<file path="config.mk">
export PLATFORM = sky130hd
export DESIGN_NAME = axi_b_inject_arb
export DESIGN_NICKNAME = d
export VERILOG_FILES = /design/src/rtl/axi_b_inject_arb.sv
export SDC_FILE = /design/constraint.sdc
export NUM_CORES = 1
export LEC_CHECK = 0
export ABC_CLOCK_PERIOD_IN_PS = 2200
export CORE_AREA = 2 2 61 57
export DETAILED_ROUTE_END_ITERATION = 16
export DIE_AREA = 0 0 63 59
export PLACE_DENSITY = 0.71
export SYNTH_ARGS = -nofsm -noshare
export SYNTH_HDL_FRONTEND = slang
export SYNTH_SLANG_ARGS = --single-unit
</file>
<file path="constraint.sdc">
create_clock -name clk_i -period 2.2 [get_ports clk_i]
set_input_delay 0.44 -clock clk_i [delete_from_list [all_inputs] [get_ports clk_i]]
set_output_delay 0.44 -clock clk_i [all_outputs]
set_load 0.1 [all_outputs]
</file>
<file path="src/rtl/axi_b_inject_arb.sv">
// Merges downstream B responses with locally injected SLVERR responses onto one
// upstream B channel; injects are queued in a small FIFO, arbitration is round-robin.
module axi_b_inject_arb #(
  parameter int unsigned IdWidth   = 4,
  parameter int unsigned UserWidth = 2,
  parameter int unsigned InjDepth  = 4
) (
  input  logic                           clk_i,
  input  logic                           rst_ni,
  input  logic                           inj_valid_i,
  input  logic [IdWidth-1:0]             inj_id_i,
  output logic                           inj_ready_o,
  input  logic                           mst_b_valid_i,
  input  logic [IdWidth-1:0]             mst_b_id_i,
  input  logic [1:0]                     mst_b_resp_i,
  input  logic [UserWidth-1:0]           mst_b_user_i,
  output logic                           mst_b_ready_o,
  output logic                           slv_b_valid_o,
  output logic [IdWidth-1:0]             slv_b_id_o,
  output logic [1:0]                     slv_b_resp_o,
  output logic [UserWidth-1:0]           slv_b_user_o,
  input  logic                           slv_b_ready_i,
  output logic [$clog2(InjDepth+1)-1:0]  inj_cnt_o
);

  localparam int unsigned CntW = $clog2(InjDepth + 1);
  localparam int unsigned PtrW = (InjDepth > 1) ? $clog2(InjDepth) : 1;

  typedef enum logic {StIdle, StLocked} state_e;

  state_e            state_q, state_d;
  logic              grant_inj_q, grant_inj_d;
  logic              prio_inj_q, prio_inj_d;
  logic [PtrW-1:0]   wr_ptr_q, wr_ptr_d;
  logic [PtrW-1:0]   rd_ptr_q, rd_ptr_d;
  logic [CntW-1:0]   cnt_q, cnt_d;
  logic [IdWidth-1:0] fifo_q [InjDepth];

  logic inj_avail, grant_inj, sel_mst_rdy, handshake, push, pop;

  assign inj_avail   = (cnt_q != '0);
  assign inj_ready_o = (cnt_q < CntW'(InjDepth));
  assign inj_cnt_o   = cnt_q;
  assign push        = inj_valid_i && inj_ready_o;

  always_comb begin
    state_d     = state_q;
    grant_inj_d = grant_inj_q;
    prio_inj_d  = prio_inj_q;
    grant_inj   = 1'b0;
    sel_mst_rdy = 1'b0;
    if (state_q == StIdle) begin
      grant_inj   = inj_avail && (!mst_b_valid_i || prio_inj_q);
      // Ready assumes downstream would win if it were valid, so it never depends on mst_b_valid_i.
      sel_mst_rdy = !(inj_avail && prio_inj_q);
    end else begin
      grant_inj   = grant_inj_q;
      sel_mst_rdy = !grant_inj_q;
    end

    slv_b_valid_o = rst_ni && (grant_inj ? inj_avail : mst_b_valid_i);
    mst_b_ready_o = rst_ni && slv_b_ready_i && sel_mst_rdy;
    handshake     = slv_b_valid_o && slv_b_ready_i;
    pop           = handshake && grant_inj;

    if (grant_inj) begin
      slv_b_id_o   = fifo_q[rd_ptr_q];
      slv_b_resp_o = 2'b10;
      slv_b_user_o = '0;
    end else begin
      slv_b_id_o   = mst_b_id_i;
      slv_b_resp_o = mst_b_resp_i;
      slv_b_user_o = mst_b_user_i;
    end

    if (state_q == StIdle) begin
      if (slv_b_valid_o && !slv_b_ready_i) begin
        state_d     = StLocked;
        grant_inj_d = grant_inj;
      end
    end else if (handshake) begin
      state_d = StIdle;
    end
    if (handshake) prio_inj_d = !grant_inj;
  end

  always_comb begin
    wr_ptr_d = wr_ptr_q;
    rd_ptr_d = rd_ptr_q;
    cnt_d    = cnt_q;
    if (push) wr_ptr_d = (wr_ptr_q == PtrW'(InjDepth - 1)) ? '0 : wr_ptr_q + 1'b1;
    if (pop)  rd_ptr_d = (rd_ptr_q == PtrW'(InjDepth - 1)) ? '0 : rd_ptr_q + 1'b1;
    if (push && !pop)      cnt_d = cnt_q + 1'b1;
    else if (pop && !push) cnt_d = cnt_q - 1'b1;
  end

  always_ff @(posedge clk_i or negedge rst_ni) begin
    if (!rst_ni) begin
      state_q     <= StIdle;
      grant_inj_q <= 1'b0;
      prio_inj_q  <= 1'b0;
      wr_ptr_q    <= '0;
      rd_ptr_q    <= '0;
      cnt_q       <= '0;
    end else begin
      state_q     <= state_d;
      grant_inj_q <= grant_inj_d;
      prio_inj_q  <= prio_inj_d;
      wr_ptr_q    <= wr_ptr_d;
      rd_ptr_q    <= rd_ptr_d;
      cnt_q       <= cnt_d;
    end
  end

  always_ff @(posedge clk_i) begin
    if (push) fifo_q[wr_ptr_q] <= inj_id_i;
  end

endmodule

</file>
## After elaboration in Yosys (flattened, before gate mapping)

Memory sizes are Yosys's and may differ from the RTL's.
Cells that the tools add are included.

| word-level totals | value |
|---|---|
| memory bits (writable) | 16 |
| flip-flop bits (word level) | 10 |
| bits in latches | 0 |
| output and inout port bits | 14 |
| memories | 1 |
| ROM bits | 0 |
| logic and storage cells | 52 |
| input port bits | 17 |

| cells by class | value |
|---|---|
| shifts and indexed selects | 0 |
| multiplexer cells | 15 |
| multiply operators | 0 |
| add/subtract/negate cells | 4 |
| order comparisons | 1 |
| reductions and logical operators | 22 |
| eq/ne operators | 2 |
| bitwise gates (word level) | 1 |
| div/mod/pow operators | 0 |

Memory list:

| name | words | bits a word | rd ports | clocked after Yosys merged registers in | write ports | line | RTL |
|---|---|---|---|---|---|---|---|
| fifo_q | 4 | 4 | 1 | 0 | 1 | 37 | `logic [IdWidth-1:0] fifo_q [InjDepth];` |

Operators with widths:

| cell | number |
|---|---|
| logical AND 1 bit | 11 |
| 2-to-1 mux 1 bit | 8 |
| 2-to-1 mux 2 bit | 4 |
| zero test 1 bit | 7 |
| 2-to-1 mux 3 bit | 2 |
| adder 2 x 1 -> 2 bit (second input constant) | 2 |
| == test 2 bit (second input constant) | 2 |
| 2-to-1 mux 4 bit | 1 |
| adder 3 x 1 -> 3 bit (second input constant) | 1 |
| less-than comparator 3 bit (second input constant) | 1 |
| nonzero test 3 bit | 1 |
| subtractor 3 x 1 -> 3 bit (second input constant) | 1 |
| AND reduction 2 bit | 1 |
| nonzero test 2 bit | 1 |
| logical OR 1 bit | 1 |
| NOT 1 bit | 1 |

## Longest topological paths before layout

Gate-level depths: netlist of run 1.

| logic depth | value |
|---|---|
| word-level depth | 11 |
| depth in mapped cells | 9 |

## Worst setup path after synthesis of run 1

OpenSTA, ideal clock, no wires.

| timing | value |
|---|---|
| kind | flip-flop to output port |
| from | register cnt_q[0], in the netlist inj_cnt_o[0] |
| to | output mst_b_ready_o |
| cell stages (with the launch flop) | 3 |
| path slack | -1272 ps |
| data arrival time | 3032 ps |
| buffers on the path | 0 |
| path through | dfrtp_1 or3_2 a31oi_1 |

| on the way | value |
|---|---|
| longest elaborated chain between the ends | 5 |

RTL lines:

| element | line | RTL |
|---|---|---|
| start: declaration | 36 | `logic [CntW-1:0] cnt_q, cnt_d;` |
| start signal: assignment | 111 | `cnt_q <= cnt_d;` |
| nonzero test 3 bit | 41 | `assign inj_avail = (cnt_q != '0);` |
| logical AND 1 bit | 55 | `sel_mst_rdy = !(inj_avail && prio_inj_q);` |
| zero test 1 bit | 55 |  |
| 2-to-1 mux 1 bit | 52 | `if (state_q == StIdle) begin` |
| logical AND 1 bit | 62 | `mst_b_ready_o = rst_ni && slv_b_ready_i && sel_mst_rdy;` |
| end: declaration | 17 | `output logic mst_b_ready_o,` |

No other way between the ends.

## Worst setup path after layout of run 1

| timing | value |
|---|---|
| from | register cnt_q[1], in the netlist inj_cnt_o[1] |
| to | output slv_b_valid_o |

| on the way | value |
|---|---|
| longest elaborated chain between the ends | 5 |

RTL lines:

| element | line | RTL |
|---|---|---|
| nonzero test 3 bit (*) | 41 |  |
| logical AND 1 bit | 53 | `grant_inj = inj_avail && (!mst_b_valid_i \|\| prio_inj_q);` |
| 2-to-1 mux 1 bit | 52 |  |
| 2-to-1 mux 1 bit (*) | 61 | `slv_b_valid_o = rst_ni && (grant_inj ? inj_avail : mst_b_valid_i);` |
| logical AND 1 bit (*) | 61 |  |
| end: declaration | 18 | `output logic slv_b_valid_o,` |

Every way passes the cells marked *; elsewhere a longest branch is shown, timed or not.

==> impl_metrics.yaml, run 1 <==
synth:
  netlist-cell-type-count: 30
  synthAdderAreaFrac: 0.0712
  synth_top_family_by_area: "simple AND/OR/NAND/NOR gates"
  yosysSeqAreaShare: 0.547
  synth_area_leader_cell: "edfxtp_1"
  yosys.area_share.simple: 0.134
  syn_nets: 123
  syn_inst: 99
  yosys_most_used_dff: "edfxtp_1"
  synthMuxAreaShare: 0.126
  synth-seq-cells: 26
  synth_area_leaders: "edfxtp_1 (36%), dfrtp_1 (19%), mux4_2 (6.7%)"
  syn_avg_cell_area_um2: 13.5
  netlist_area_um2: 1340
  async_reset_ff_frac: 0.385
  synth_compound_area_frac: 0.0655
  yosys_warnings: 0
  synthXorXnorAreaFrac: 0.0197
  yosysTopAreaCellShare: 0.360
  synth.most_common_cell: "edfxtp_1"
  synth_edf_count: 16
  synthTopCellsByCount: "edfxtp_1 (16), dfrtp_1 (10), inv_1 (9), nor2_1 (7)"
floorplan:
  dieArea_um2: 3720
  dieHeight_um: 59
  core_um2: 3020
  ios: 31
  die_w_um: 63
  fp-row-count: 19
  start_util: 0.443
routing:
  wire_per_inst_um: 14.1
  finalWirelength_um: 2670
  viasPerCell: 4.87
  num_vias: 920
  final_antenna_net_count: 0
  drc_errors: 0
  firstDrtPassIters: 4
  drt-initial-drc-count: 28
global_routing:
  grt_antenna_before_repair: 0
  grt_pass1_vias: 947
  grt_overflow: 0
  grt_pass1_wl_um: 4720
  grt_usage: 0.169
  grt_max_degree: 17
cts:
  htreeDepth: 1
  tritoncts: "done"
  cts_root_buffer: "clkbuf_4"
  clk_pin_slew_worst_paths_ns: 0.14
  cts_buffers: 3
  cts_hold_buffers: 0
  clock_path_buffers: 2
  cts.sinks: 26
  clock_latency_ns: 0.32
critical_path:
  path_max_fanout: 5
  cp_data_required_time_ns: 1.76
  cp.arrival_ns: 1.83
  critPathKind: "reg2out"
  crit_path_end_kind: "output pin"
  critical_path.startpoint_type: "flop"
finish:
  final_cells: 189
  fin_area_um2: 2020
  drive_above_1_share: 0.415
  antenna_cells: 0
  n_fill_cell: 229
  layout.nets: 172
  syn_to_final_growth_pct: 51.5
outcome:
  violations: "negative setup slack"
  status: "finished with violations"
min_path:
  hp-class: "in2reg"
timing:
  maxSlewViolCount: 0
  relSlewSlack: 0.734
  fmax_mhz: 441
  final-hold-violation-count: 0
  setup_ws_ns: -0.0686
  period_needed_ns: 2.27
  finalClockSkew_ns: 0.00140
  worstMarginPinSlew_ns: 0.398
  rsz0062_at_grt: "yes"
  finalSetupTns_ns: -0.348
  period_share: 1.03
  setup_viol: 8
place:
  place_ws_ns: -0.407
  dp_hpwl_um: 1970
  place_area_um2: 1910
  numPortBuffers: 30
  gp_congestion: 0.794
  placed_cells: 178
flow_run:
  max_cap_viol_count: 0
==> layer usage <==
metal,GRT usage,routed length (um)
met3,0.0228,101
met4,0.0762,23
met5,0,0
met1,0.217,1170
met2,0.289,1380
==> through the flow <==
| step | hold WS [ns] | utilization |
|---|---|---|
| final | 0.381 | 0.671 |
| after global routing | 0.412 | 0.671 |
| after CTS | 0.435 | 0.670 |
| after detailed placement | 0.574 | 0.631 |
| after global placement | 0.567 | 0.631 |
| after floorplan | 0.144 | - |
==> worst max-delay path: stages (launching register included) <==
cell     delay (ns)
dfrtp_4        0.52
buf_4          0.15
or3_4          0.37
o221a_2        0.30
buf_12         0.17
==> timing repair <==
action / 4_1_cts / 5_1_grt
pin swaps: 3 / 1
endpoints found under the setup margin: 12 / 11
buffers inserted: 6 / 1
gates resized for setup: 9 / 1
==> logic make-up after synthesis <==
kind of cell,Yosys count
AOI/OAI and AO/OA,12
xor gates and xnor gates,3
adders and majority gates,7
buffers and inverters,11
DFF,26
muxes,11
and+or+nand+nor,29
==> worst paths after layout <==
kind                       slack [ns]                      from  cells after the start                  endpoint
min in group asynchronous        0.44                    rst_ni                      2                 async pin
setup / recovery                -0.07  inj_cnt_o[1]$_DFFE_PN0P_                      4             slv_b_valid_o
max in group asynchronous        1.58                    rst_ni                      2  inj_cnt_o[2]$_DFFE_PN0P_
hold reg to reg                  0.60    prio_inj_q$_DFFE_PN0N_                      2    prio_inj_q$_DFFE_PN0N_
hold / removal                   0.38             mst_b_valid_i                      2   grant_inj_q$_DFFE_PN0P_
setup reg to reg                 0.05  inj_cnt_o[1]$_DFFE_PN0P_                     10  inj_cnt_o[2]$_DFFE_PN0P_
==> registers in the layout, summed over array words and instances, names as in the netlist, named ones only <==
| signal | count |
|---|---|
| fifo_q | 16 |
| inj_cnt_o | 3 |
| rd_ptr_q | 2 |
| wr_ptr_q | 2 |
| grant_inj_q | 1 |
| prio_inj_q | 1 |
==> cells in the final DEF, fill, tap and decap left out, drive strengths merged, types with 2 or more instances in the layout <==
cell           count
o21ai              5
nand2              6
ha                 6
clkbuf             4
nor2               7
edfxtp            16
clkdlybuf4s50     15
a31oi              2
nor2b              2
mux4               4
and2b              2
inv                9
dfrtp             10
buf               30
and2               4
mux2               7
o31ai              2
nor3b              2
a21oi              2
xnor2              2
==> final cells by class <==
type	instances	area, um^2	area share
multi-input cells	62	609	0.301
repair buffers	46	531	0.262
clock inverters	1	30.0	0.0148
clock buffers	3	22.5	0.0111
inverters	9	33.8	0.0167
flip-flops and latches	26	746	0.368
well taps	42	52.6	0.0260
Power of run 1 is left out: the tool's default activity adds up to more than one toggle a clock period on the data nets, which glitch-free logic cannot reach.
==> run 2, diff against run 1 <==
Settings changed: CORE_AREA 2 2 61 57 to 2 2 43 75, DIE_AREA 0 0 63 59 to 0 0 45 77, HOLD_SLACK_MARGIN set to 0.03, PLACE_DENSITY 0.71 to 0.75.
==> run 2 against run 1 <==
Net effect:
- via count grew 3.3%
- critical path type unchanged
- register-to-register slack gained 0.09 ns
- global-route usage grew 2.7 points
- the run still ends with negative setup slack left
==> impl_metrics.yaml, run 2 (same netlist as run 1, synthesis figures left out) <==
timing:
  setup_ws_ns: -0.0395
  period_needed_ns: 2.24
  relSlewSlack: 0.704
  worstMarginPinSlew_ns: 0.444
  finalSetupTns_ns: -0.149
  finalClockSkew_ns: 0.00421
  setup_viol: 4
  rsz0062_at_grt: "yes"
  whs_ns: 0.170
  period_share: 1.02
  fmax_mhz: 447
  final-hold-violation-count: 0
  maxSlewViolCount: 0
global_routing:
  grt_usage: 0.196
  grt_overflow: 0
  grt_pass1_wl_um: 4840
  grt_antenna_before_repair: 0
  grt_max_degree: 17
  grt_pass1_vias: 1013
finish:
  top_register: "fifo_q"
  largest_register_ffs: 16
  layout.nets: 172
  final_util: 0.716
  syn_to_final_growth_pct: 53.4
  final_cell_mix: "edfxtp_1 (16), buf_4 (16), clkdlybuf4s50_1 (13)"
  antenna_cells: 0
  drive_above_1_share: 0.429
cts:
  clock_path_buffers: 2
  tritoncts: "done"
  cts_buffers: 3
  clk_pin_slew_worst_paths_ns: 0.09
  cts.sinks: 26
  htreeDepth: 1
  cts_hold_buffers: 0
  clock_latency_ns: 0.27
  cts_root_buffer: "clkbuf_8"
critical_path:
  cp.arrival_ns: 1.80
  max_stage_delay_ns: 0.45
  cpMaxStageDelayCell: "dfrtp_4"
  critPathKind: "reg2out"
  cp_data_required_time_ns: 1.76
  path_max_fanout: 6
  path_cells: "nor3_4 -> buf_6 -> o31ai_4 -> mux2_4 -> buf_12"
  crit_path_end_kind: "output pin"
  critical_path.startpoint_type: "flop"
floorplan:
  fp-row-count: 26
  ios: 31
  core_um2: 2860
  die_w_um: 45
  dieHeight_um: 77
  dieArea_um2: 3470
  start_util: 0.467
min_path:
  hp-class: "in2async"
routing:
  drc_errors: 0
  final_antenna_net_count: 0
  drt-initial-drc-count: 13
  wire_per_inst_um: 16.9
  num_vias: 950
  firstDrtPassIters: 4
  finalWirelength_um: 2960
  viasPerCell: 5.43
place:
  gp_congestion: 0.724
  numPortBuffers: 30
  dp_hpwl_um: 2110
  place_ws_ns: -0.367
flow_run:
  max_cap_viol_count: 0
outcome:
  status: "finished with violations"
  violations: "negative setup slack"
run 2: repair_timing:
action / in CTS / in global routing
setup buffers: 7 / 0
gates resized for setup: 12 / 11
setup endpoints to repair: 12 / 11
pin swaps: 2 / 4
run 2: layout make-up:
class | instances | area (um^2)
inverters | 9 | 33.8
well taps | 28 | 35.0
multi-input cells | 62 | 652
fillers | 189 | 813
flip-flops and latches | 26 | 744
clock buffers | 3 | 41.3
clock inverters | 1 | 3.75
repair buffers | 46 | 539
run 2: worst paths after layout:
path	startpoint	endpoint	slack [ns]	cells past startpoint
setup reg to reg	inj_cnt_o[0]$_DFFE_PN0P_	inj_cnt_o[2]$_DFFE_PN0P_	0.14	10
max in group asynchronous	rst_ni	inj_cnt_o[2]$_DFFE_PN0P_	1.84	2
hold / removal	rst_ni	inj_cnt_o[0]$_DFFE_PN0P_	0.17	2
min in group clk_i	slv_b_ready_i	prio_inj_q$_DFFE_PN0N_	0.61	4
hold reg to reg	wr_ptr_q[0]$_DFFE_PN0P_	wr_ptr_q[0]$_DFFE_PN0P_	0.62	3
setup / recovery	inj_cnt_o[0]$_DFFE_PN0P_	slv_b_id_o[1]	-0.04	5
run 2: through the flow:
step           cells  cell area, um^2
2_1_floorplan     99             1390
3_3_place_gp     165             1880
3_5_place_dp     165             1880
4_1_cts          175             2010
5_1_grt          175             2050
6_report         175             2050
run 2: metal layers:
layer  global-route usage  routed length (um)  vias to the layer above
met4                0.106                  52                        0
met1                0.218                1040                      470
li1                     -                   -                      448
met3               0.0259                 118                        4
met5                    0                   0                        -
met2                0.337                1750                       28
run 2: worst max-delay path, delay by kind of cell, from the launching register on:
family | cells | cell delay (ns)
flip-flops | 1 | 0.45
AO/OA/AOI/OAI | 1 | 0.38
multiplexers | 1 | 0.36
buffers and inverters | 2 | 0.29
AND/OR/NAND/NOR | 1 | 0.06
Power of run 2 is left out for the same reason.
==> run 3, diff against run 2 <==
Settings changed: GPL_TIMING_DRIVEN set to 0.
==> run 3 against run 2 <==
Net effect:
- the flow still finishes with violations (negative setup slack)
- wire length decreased by 9.5%
- non-clock buffer count rose by 5
- design area down 3.4%
- first-iteration DRC count fell by 31%
- critical endpoint unchanged
- hold slack worse by 0.14 ns
- clock-buffer cell count stayed put
- via count increased by 2.0%
- critical path type unchanged
==> impl_metrics.yaml, run 3 (same netlist as run 1, synthesis figures left out) <==
timing:
  maxSlewViolCount: 0
  period_needed_ns: 2.26
  worstMarginPinSlew_ns: 0.962
  rsz0062_at_grt: "yes"
  finalClockSkew_ns: 0.00431
  period_share: 1.03
  fmax_mhz: 442
  whs_ns: 0.0346
  setup_viol: 5
  final-hold-violation-count: 0
  relSlewSlack: 0.361
  finalSetupTns_ns: -0.224
  setup_ws_ns: -0.0625
floorplan:
  dieArea_um2: 3470
  core_um2: 2860
  start_util: 0.467
  fp-row-count: 26
  dieHeight_um: 77
  die_w_um: 45
  ios: 31
routing:
  drc_errors: 0
  firstDrtPassIters: 3
  wire_per_inst_um: 14.9
  finalWirelength_um: 2680
  drt-initial-drc-count: 9
  final_antenna_net_count: 0
  viasPerCell: 5.38
  num_vias: 969
place:
  placed_cells: 157
  dp_hpwl_um: 1910
  gp_congestion: 0.722
  numPortBuffers: 30
  place_area_um2: 1720
critical_path:
  ff2ff_setup_slack_ns: -0.02
  critical_path.startpoint_type: "flop"
  critPathKind: "reg2out"
  path_max_fanout: 7
  crit-reg2reg-launch: "inj_cnt_o[1]$_DFFE_PN0P_"
  crit_path_end_kind: "output pin"
  cp_data_required_time_ns: 1.76
  cp.arrival_ns: 1.82
  startpoint: "inj_cnt_o[1]$_DFFE_PN0P_"
global_routing:
  grt_use_met2: 0.317
  grt_usage: 0.172
  use_met3: 0.0259
  top_usage_layer: "met2"
  grt_max_degree: 18
  grt_pass1_vias: 1000
  grt_antenna_before_repair: 0
  grtUsageMet1: 0.171
  grt_overflow: 0
  grt_pass1_wl_um: 4380
cts:
  clock_path_buffers: 2
  cts_buffers: 3
  htreeDepth: 1
  tritoncts: "done"
  cts_root_buffer: "clkbuf_8"
  cts.sinks: 26
  clock_latency_ns: 0.27
  clk_pin_slew_worst_paths_ns: 0.08
outcome:
  status: "finished with violations"
  violations: "negative setup slack"
finish:
  antenna_cells: 0
  final_cells: 180
  top_register: "fifo_q"
  syn_to_final_growth_pct: 48.2
  final_common_cell: "buf_4"
  layout.nets: 177
  n_fill_cell: 222
  largest_register_ffs: 16
  final_cell_mix: "buf_4 (20), edfxtp_1 (16), clkdlybuf4s50_1 (13)"
  fin_area_um2: 1980
  drive_above_1_share: 0.434
min_path:
  hp-class: "in2async"
flow_run:
  max_cap_viol_count: 0
## run 3: cell types whose count changed in the layout (fill, tap and decap cells not counted), sizes merged
cell           change
buf                +2
clkbuf             +2
clkdlybuf4s15      -1
dlygate4sd2        +4
dlymetal6s2s       -2
## run 3: critical path: stages (launching register included)
cell	delay (ns)
dfrtp_4	0.51
nor3_4	0.28
o31ai_4	0.14
buf_4	0.16
mux2_4	0.30
buf_12	0.17
## run 3: per-layer routing
layer,vias up,share of wire
li1,462,-
met1,476,0.35
met2,25,0.57
met3,6,0.045
met4,0,0.027
met5,-,0
## run 3: path summary, 6_finish.rpt
path	endpoint	cells past startpoint
worst max-delay path	slv_b_id_o[1]	5
worst min-delay path	wr_ptr_q[1]$_DFFE_PN0P_	1
worst max register to register	inj_cnt_o[1]$_DFFE_PN0P_	9
worst min register to register	prio_inj_q$_DFFE_PN0N_	3
max in group asynchronous	inj_cnt_o[2]$_DFFE_PN0P_	1
min in group clk_i	grant_inj_q$_DFFE_PN0P_	2
## run 3: stage by stage
stage,setup slack [ns],util
4_1_cts,-0.0793,0.664
6_report,-0.0625,0.692
5_1_grt,-0.124,0.692
3_3_place_gp,-1.30,0.601
3_5_place_dp,-1.34,0.601
2_1_floorplan,-0.101,-
## run 3: area by class of cell
type	instances	area, um^2	area share
Sequential cell	26	744	0.376
Clock inverter	1	3.75	0.00190
Timing Repair Buffer	50	480	0.243
Clock buffer	3	41.3	0.0208
Inverter	9	33.8	0.0171
Multi-Input combinational cell	62	631	0.318
Buffer	1	11.3	0.00569
Tap cell	28	35.0	0.0177
## run 3: repair_timing
item / in CTS / in global routing
resized for setup: 92 / 16
pin swaps: 5 / 3
setup endpoints to repair: 17 / 12
buffers inserted: 15 / 6
hold buffers: 0 / 0
Power of run 3 is left out for the same reason.
